### src/rtl/imem_loader_pkg.sv
`default_nettype none
// +-------------------------------------------------------------------------+
// | imem_loader_pkg : shared state encoding and constants for imem_loader   |
// | Rev 1.0                                                                 |
// +-------------------------------------------------------------------------+
package imem_loader_pkg;

  localparam logic [15:0] HALT_INSTR = 16'hF000;

  typedef enum logic [2:0] {
    IDLE = 3'd0,
    HI   = 3'd1,
    LO   = 3'd2,
    WR   = 3'd3,
`ifdef IMEM_LOADER_CHECKSUM_EN
    CHK  = 3'd4,
`endif
    DONE = 3'd5
  } state_t;

endpackage : imem_loader_pkg
`default_nettype wire

### src/rtl/imem_loader_ram.sv
`default_nettype none
// +-------------------------------------------------------------------------+
// | imem_ram : DEPTH x 16 instruction RAM, sync write, async read           |
// | Rev 1.0                                                                 |
// +-------------------------------------------------------------------------+
module imem_ram #(
  parameter int DEPTH = 256,
  parameter int AW    = 8
) (
  input  logic          clk,
  input  logic          i_we,
  input  logic [AW-1:0] i_waddr,
  input  logic [15:0]   i_wdata,
  input  logic [AW-1:0] i_raddr,
  output logic [15:0]   o_rdata
);

  // No reset: contents must survive a reset, including a partial load.
  logic [15:0] r_mem [DEPTH];

  always_ff @(posedge clk) begin
    if (i_we) begin
      r_mem[i_waddr] <= i_wdata;
    end
  end

  assign o_rdata = r_mem[i_raddr];

endmodule : imem_ram
`default_nettype wire

### src/rtl/imem_loader.sv
`default_nettype none
// +-------------------------------------------------------------------------+
// | imem_loader : byte-stream program loader into instruction RAM; holds    |
// | the CPU while loading. Option macro: IMEM_LOADER_CHECKSUM_EN            |
// | Rev 1.0                                                                 |
// +-------------------------------------------------------------------------+
module imem_loader
  import imem_loader_pkg::*;
#(
  parameter int DEPTH = 256,
  parameter int AW    = 8
) (
  input  logic          clk,
  input  logic          reset,
  input  logic          load_start,
  input  logic [AW-1:0] load_len,
  input  logic [7:0]    in_data,
  input  logic          in_valid,
  output logic          in_ready,
  input  logic [AW-1:0] pc,
  output logic [15:0]   ir,
  output logic          cpu_hold,
  output logic          done,
  output logic [AW-1:0] wr_addr,
  output logic          err
);

  state_t        r_state;
  logic [AW-1:0] r_wr_addr;
  logic [AW-1:0] r_len;
  logic [7:0]    r_hi;
  logic [7:0]    r_lo;
  logic          r_in_ready;
  logic          r_cpu_hold;
  logic          r_done;
`ifdef IMEM_LOADER_CHECKSUM_EN
  logic [7:0]    r_sum;
  logic          r_err;
`endif

  logic          w_accept;
  logic          w_we;
  logic [AW-1:0] w_addr_inc;
  logic [15:0]   w_rdata;

  assign w_accept   = in_valid & r_in_ready;
  assign w_we       = (r_state == WR);
  assign w_addr_inc = r_wr_addr + 1'b1;

  // Outputs are registered alongside the state so they track it exactly.
  always_ff @(posedge clk or posedge reset) begin
    if (reset) begin
      r_state    <= IDLE;
      r_wr_addr  <= '0;
      r_len      <= '0;
      r_hi       <= '0;
      r_lo       <= '0;
      r_in_ready <= 1'b0;
      r_cpu_hold <= 1'b0;
      r_done     <= 1'b0;
`ifdef IMEM_LOADER_CHECKSUM_EN
      r_sum      <= '0;
      r_err      <= 1'b0;
`endif
    end else begin
      r_done <= 1'b0;
      case (r_state)
        IDLE: begin
          if (load_start) begin
            r_cpu_hold <= 1'b1;
            r_wr_addr  <= '0;
`ifdef IMEM_LOADER_CHECKSUM_EN
            r_sum      <= '0;
            r_err      <= 1'b0;
`endif
            if (load_len != '0) begin
              r_len      <= load_len;
              r_state    <= HI;
              r_in_ready <= 1'b1;
            end else begin
`ifdef IMEM_LOADER_CHECKSUM_EN
              r_state    <= CHK;
              r_in_ready <= 1'b1;
`else
              r_state    <= DONE;
              r_done     <= 1'b1;
`endif
            end
          end
        end
        HI: begin
          if (w_accept) begin
            r_hi    <= in_data;
`ifdef IMEM_LOADER_CHECKSUM_EN
            r_sum   <= r_sum + in_data;
`endif
            r_state <= LO;
          end
        end
        LO: begin
          if (w_accept) begin
            r_lo       <= in_data;
`ifdef IMEM_LOADER_CHECKSUM_EN
            r_sum      <= r_sum + in_data;
`endif
            r_state    <= WR;
            r_in_ready <= 1'b0;
          end
        end
        WR: begin
          r_wr_addr <= w_addr_inc;
          if (w_addr_inc == r_len) begin
`ifdef IMEM_LOADER_CHECKSUM_EN
            r_state    <= CHK;
            r_in_ready <= 1'b1;
`else
            r_state    <= DONE;
            r_done     <= 1'b1;
`endif
          end else begin
            r_state    <= HI;
            r_in_ready <= 1'b1;
          end
        end
`ifdef IMEM_LOADER_CHECKSUM_EN
        CHK: begin
          if (w_accept) begin
            r_err      <= ((r_sum + in_data) != 8'd0);
            r_state    <= DONE;
            r_in_ready <= 1'b0;
            r_done     <= 1'b1;
          end
        end
`endif
        DONE: begin
          r_state    <= IDLE;
          r_cpu_hold <= 1'b0;
        end
        default: begin
          r_state    <= IDLE;
          r_in_ready <= 1'b0;
          r_cpu_hold <= 1'b0;
        end
      endcase
    end
  end

  imem_ram #(
    .DEPTH (DEPTH),
    .AW    (AW)
  ) u_ram (
    .clk     (clk),
    .i_we    (w_we),
    .i_waddr (r_wr_addr),
    .i_wdata ({r_hi, r_lo}),
    .i_raddr (pc),
    .o_rdata (w_rdata)
  );

  assign ir       = (r_state == IDLE) ? w_rdata : HALT_INSTR;
  assign in_ready = r_in_ready;
  assign cpu_hold = r_cpu_hold;
  assign done     = r_done;
  assign wr_addr  = r_wr_addr;
`ifdef IMEM_LOADER_CHECKSUM_EN
  assign err      = r_err;
`else
  assign err      = 1'b0;
`endif

endmodule : imem_loader
`default_nettype wire

### config.mk
export PLATFORM = sky130hd
export DESIGN_NAME = imem_loader
export DESIGN_NICKNAME = d
export VERILOG_FILES = /design/src/rtl/imem_loader_pkg.sv /design/src/rtl/imem_loader_ram.sv /design/src/rtl/imem_loader.sv
export SDC_FILE = /design/constraint.sdc
export NUM_CORES = 2
export LEC_CHECK = 0
export ABC_AREA = 0
export CORE_AREA = 2 2 718 506
export CTS_CLUSTER_DIAMETER = 80
export DETAILED_ROUTE_END_ITERATION = 10
export DIE_AREA = 0 0 720 508
export PLACE_DENSITY = 0.65
export SKIP_LAST_GASP = 1
export SLEW_MARGIN = 10
export SYNTH_ARGS = -nofsm -noshare
export SYNTH_HDL_FRONTEND = slang
export SYNTH_SLANG_ARGS = --single-unit
### constraint.sdc
create_clock -name clk -period 5.6 [get_ports clk]
set_input_delay 1.12 -clock clk [delete_from_list [all_inputs] [get_ports clk]]
set_output_delay 1.12 -clock clk [all_outputs]
set_load 0.1 [all_outputs]
==> flow_metrics.env <==
export IMPL_min_from="r_len[0]$_DFFE_PP0P_"
export IMPL_fillerInstances=27984
export IMPL_synth_commonest_cells="4,096 x edfxtp_1, 772 x mux4_2, 643 x mux2i_1"
export IMPL_timing_rr_start="r_state[1]$_DFFE_PP0P_"
export IMPL_power_total_mw=73.2
export IMPL_port_buffers=54
export IMPL_r2r_slack_ns=1.65
export IMPL_seq_area_frac_synth_pct=77.1
export IMPL_synth_cell_types=75
export IMPL_arrival_ns=4.57
export IMPL_cp_end_kind="output pin"
export IMPL_hold_depth=1
export IMPL_synth_most_common_cell="edfxtp_1"
export IMPL_synthFlopType="edfxtp_1"
export IMPL_design_die_area_sq_um=366000
export IMPL_reg2reg_depth=7
export IMPL_clk_path_buf_depth=4
export IMPL_finalClockSkew_ns=0.0681
export IMPL_core_sq_um=360000
export IMPL_clock_sinks=4134
export IMPL_layout_drive_gt1_share_pct=24.5
export IMPL_yosys_top_cells_area="edfxtp_1 76%, mux4_2 11%, mux2i_1 4.0%"
export IMPL_grt_pass1_wl_microns=611000
export IMPL_dpl_cell_area_sq_um=171000
export IMPL_avgSynthCellArea_sq_um=21.4
export IMPL_drc=0
export IMPL_fmax_mhz=176
export IMPL_routed_wl_microns=435000
export IMPL_power_leakage_nw=58.5
export IMPL_gp_congestion=0.865
export IMPL_final_cell_area_sq_um=182000
export IMPL_dp_slack_ns=-0.746
export IMPL_first_global_vias=79455
export IMPL_report_final_slew_viol_count=0
export IMPL_clock_latency_ns=0.95
export IMPL_cts_root_buf="clkbuf_16"
export IMPL_ir_drop_uv=901
export IMPL_wl_per_cell_microns=32.8
export IMPL_cp_start_kind="input pin"
export IMPL_io_pins=56
export IMPL_ant_nets=0
export IMPL_cts_buffers=368
export IMPL_start_util_pct=44.7
export IMPL_dp_cells=12581
export IMPL_rsz0062_at_grt="yes"
export IMPL_finalHoldViolations=0
export IMPL_status="finished, violations left"
export IMPL_yosys_warnings=0
export IMPL_seq_area_sq_um=124000
export IMPL_crit_path_max_fanout=17
export IMPL_via_count=83218
export IMPL_hpwl_microns=268000
export IMPL_grt_use_total_pct=23.4
export IMPL_vias_per_cell=6.28
export IMPL_critPathKind="input pin to output pin"
export IMPL_synth_edf_count=4096
export IMPL_fp_row_count=185
export IMPL_wl_met3_microns=58700
export IMPL_synthArstFlopShare_pct=0.919
export IMPL_slew_limit_headroom_pct=14.4
export IMPL_drt_first_pass_iters=6
export IMPL_met1_length_microns=182000
export IMPL_maxCapViolCount=0
export IMPL_tritoncts="done"
export IMPL_whs_ns=0.536
export IMPL_final_nets=8215
export IMPL_h_tree_depth=5
export IMPL_utilization_pct=50.6
export IMPL_setup_viol=1
export IMPL_antenna_found_initial=28
export IMPL_synth_seq_cells=4134
export IMPL_powerDensity_nw_per_um2=401
export IMPL_multi_input_area_sq_um=33700
export IMPL_hold_path_class="flop to flop"
export IMPL_synth_top_area_share_pct=76.5
export IMPL_grt_overflow_total=0
export IMPL_die_y_microns=508
export IMPL_setup_ws_ns=-0.0892
export IMPL_top_layer="met5"
export IMPL_final_cells=13251
export IMPL_postCtsSetupBuffers=0
export IMPL_wl_met2_microns=184000
export IMPL_min_to="r_len[0]$_DFFE_PP0P_"
export IMPL_dieWidth_microns=720
export IMPL_worst_pin_slew_ns=1.28
export IMPL_grt_max_degree=212
export IMPL_r2r_end="u_ram.r_mem[82][3]$_DFFE_PP_"
export IMPL_crit_required_ns=4.48
export IMPL_area_growth_pct=13.3
export IMPL_syn_cell_area_sq_um=161000
export IMPL_synth_net_count=7547
export IMPL_period_minus_slack_ns=5.69
export IMPL_clkSlewWorstSetupHoldPaths_ns=0.06
export IMPL_violations="setup timing"
export IMPL_period_share_pct=102
export IMPL_synth_top_cell_by_area="edfxtp_1"
export IMPL_drtIter0Drc=13825
export IMPL_synth_cells=7515
export IMPL_setup_tns_ns=-0.0892
state kept, by name, summed over array words and instances, names as in the netlist:
register and flops:
wr_addr 8, r_len 8, r_state 3, r_hi 8, r_lo 8, in_ready 1, u_ram.r_mem 4096, done 1
cpu_hold 1
kinds of logic after synthesis:
family,after synthesis,synth area share [%]
compound gates,843,3.75
xor+xnor,13,0.0708
fa+ha+maj,4,0.0311
buf+inv,462,2.11
flops,4134,77.1
mux,1461,15.3
other cells,1,0.00233
simple gates,597,1.62
what timing repair did:
action,4_1_cts,5_1_grt
endpoints found under the hold margin,0,0
hold buffers,0,0
resized for setup,4,8
setup endpoints to repair,3,7
pin swaps,0,0
area by class of cell:
class / instances / area share [%]
diodes: 18 / 0.0247
clock inverters: 201 / 1.02
multi-input cells: 2919 / 18.5
inverters: 7 / 0.0185
repair buffers: 753 / 3.89
flip-flops and latches: 4134 / 68.0
well taps: 4768 / 3.27
clock buffers: 451 / 5.29
where the power goes:
| part | switching (mW) | internal [mW] | total, mW | leakage, nW |
|---|---|---|---|---|
| Clock | 11.2 | 13.8 | 24.9 | 5.63 |
| Combinational | 6.58 | 1.91 | 8.49 | 15.4 |
| Sequential | 1.16 | 38.6 | 39.8 | 37.5 |
| Total | 18.9 | 54.3 | 73.2 | 58.5 |
worst max-delay path by stage:
| stage | from | to | slack (ns) | cells after the start |
|---|---|---|---|---|
| after floorplan | pc[1] | ir[2] | 0.22 | 11 |
| after global placement | pc[1] | ir[12] | -0.73 | 14 |
| after detailed placement | pc[1] | ir[12] | -0.75 | 14 |
| after CTS | pc[1] | ir[12] | -0.16 | 14 |
| after global routing | pc[1] | ir[12] | -0.10 | 14 |
| final | pc[1] | ir[12] | -0.09 | 14 |
cells in the final DEF (no fill, tap or decap), types with 105 or more instances in the layout:
| master | netlist | routed |
|---|---|---|
| a21oi_1 | 147 | 145 |
| clkbuf_16 | 0 | 373 |
| mux2i_1 | 643 | 643 |
| o22ai_1 | 155 | 154 |
| nor2_1 | 315 | 312 |
| buf_12 | 30 | 105 |
| edfxtp_1 | 4096 | 4096 |
| mux4_2 | 772 | 772 |
| buf_4 | 22 | 610 |
| o221ai_1 | 288 | 287 |
worst max-delay path, cell delays in order:
cell,delay [ns]
buf_8,0.13
or2_4,0.35
buf_12,0.19
buf_4,0.19
o221ai_1,0.35
o22ai_1,0.15
nor3_1,0.38
nor2_1,0.10
buf_4,0.20
a2111oi_4,0.58
buf_4,0.20
o22a_1,0.29
buf_12,0.14
buf_12,0.16
routing by layer:
| layer | vias to the layer above | global-route usage [%] |
|---|---|---|
| li1 | 33159 | - |
| met3 | 544 | 6.49 |
| met1 | 44167 | 36.9 |
| met2 | 5340 | 32.3 |
| met4 | 8 | 5.17 |
| met5 | - | 0 |
Note: power is estimated with default switching activity, not from simulation.
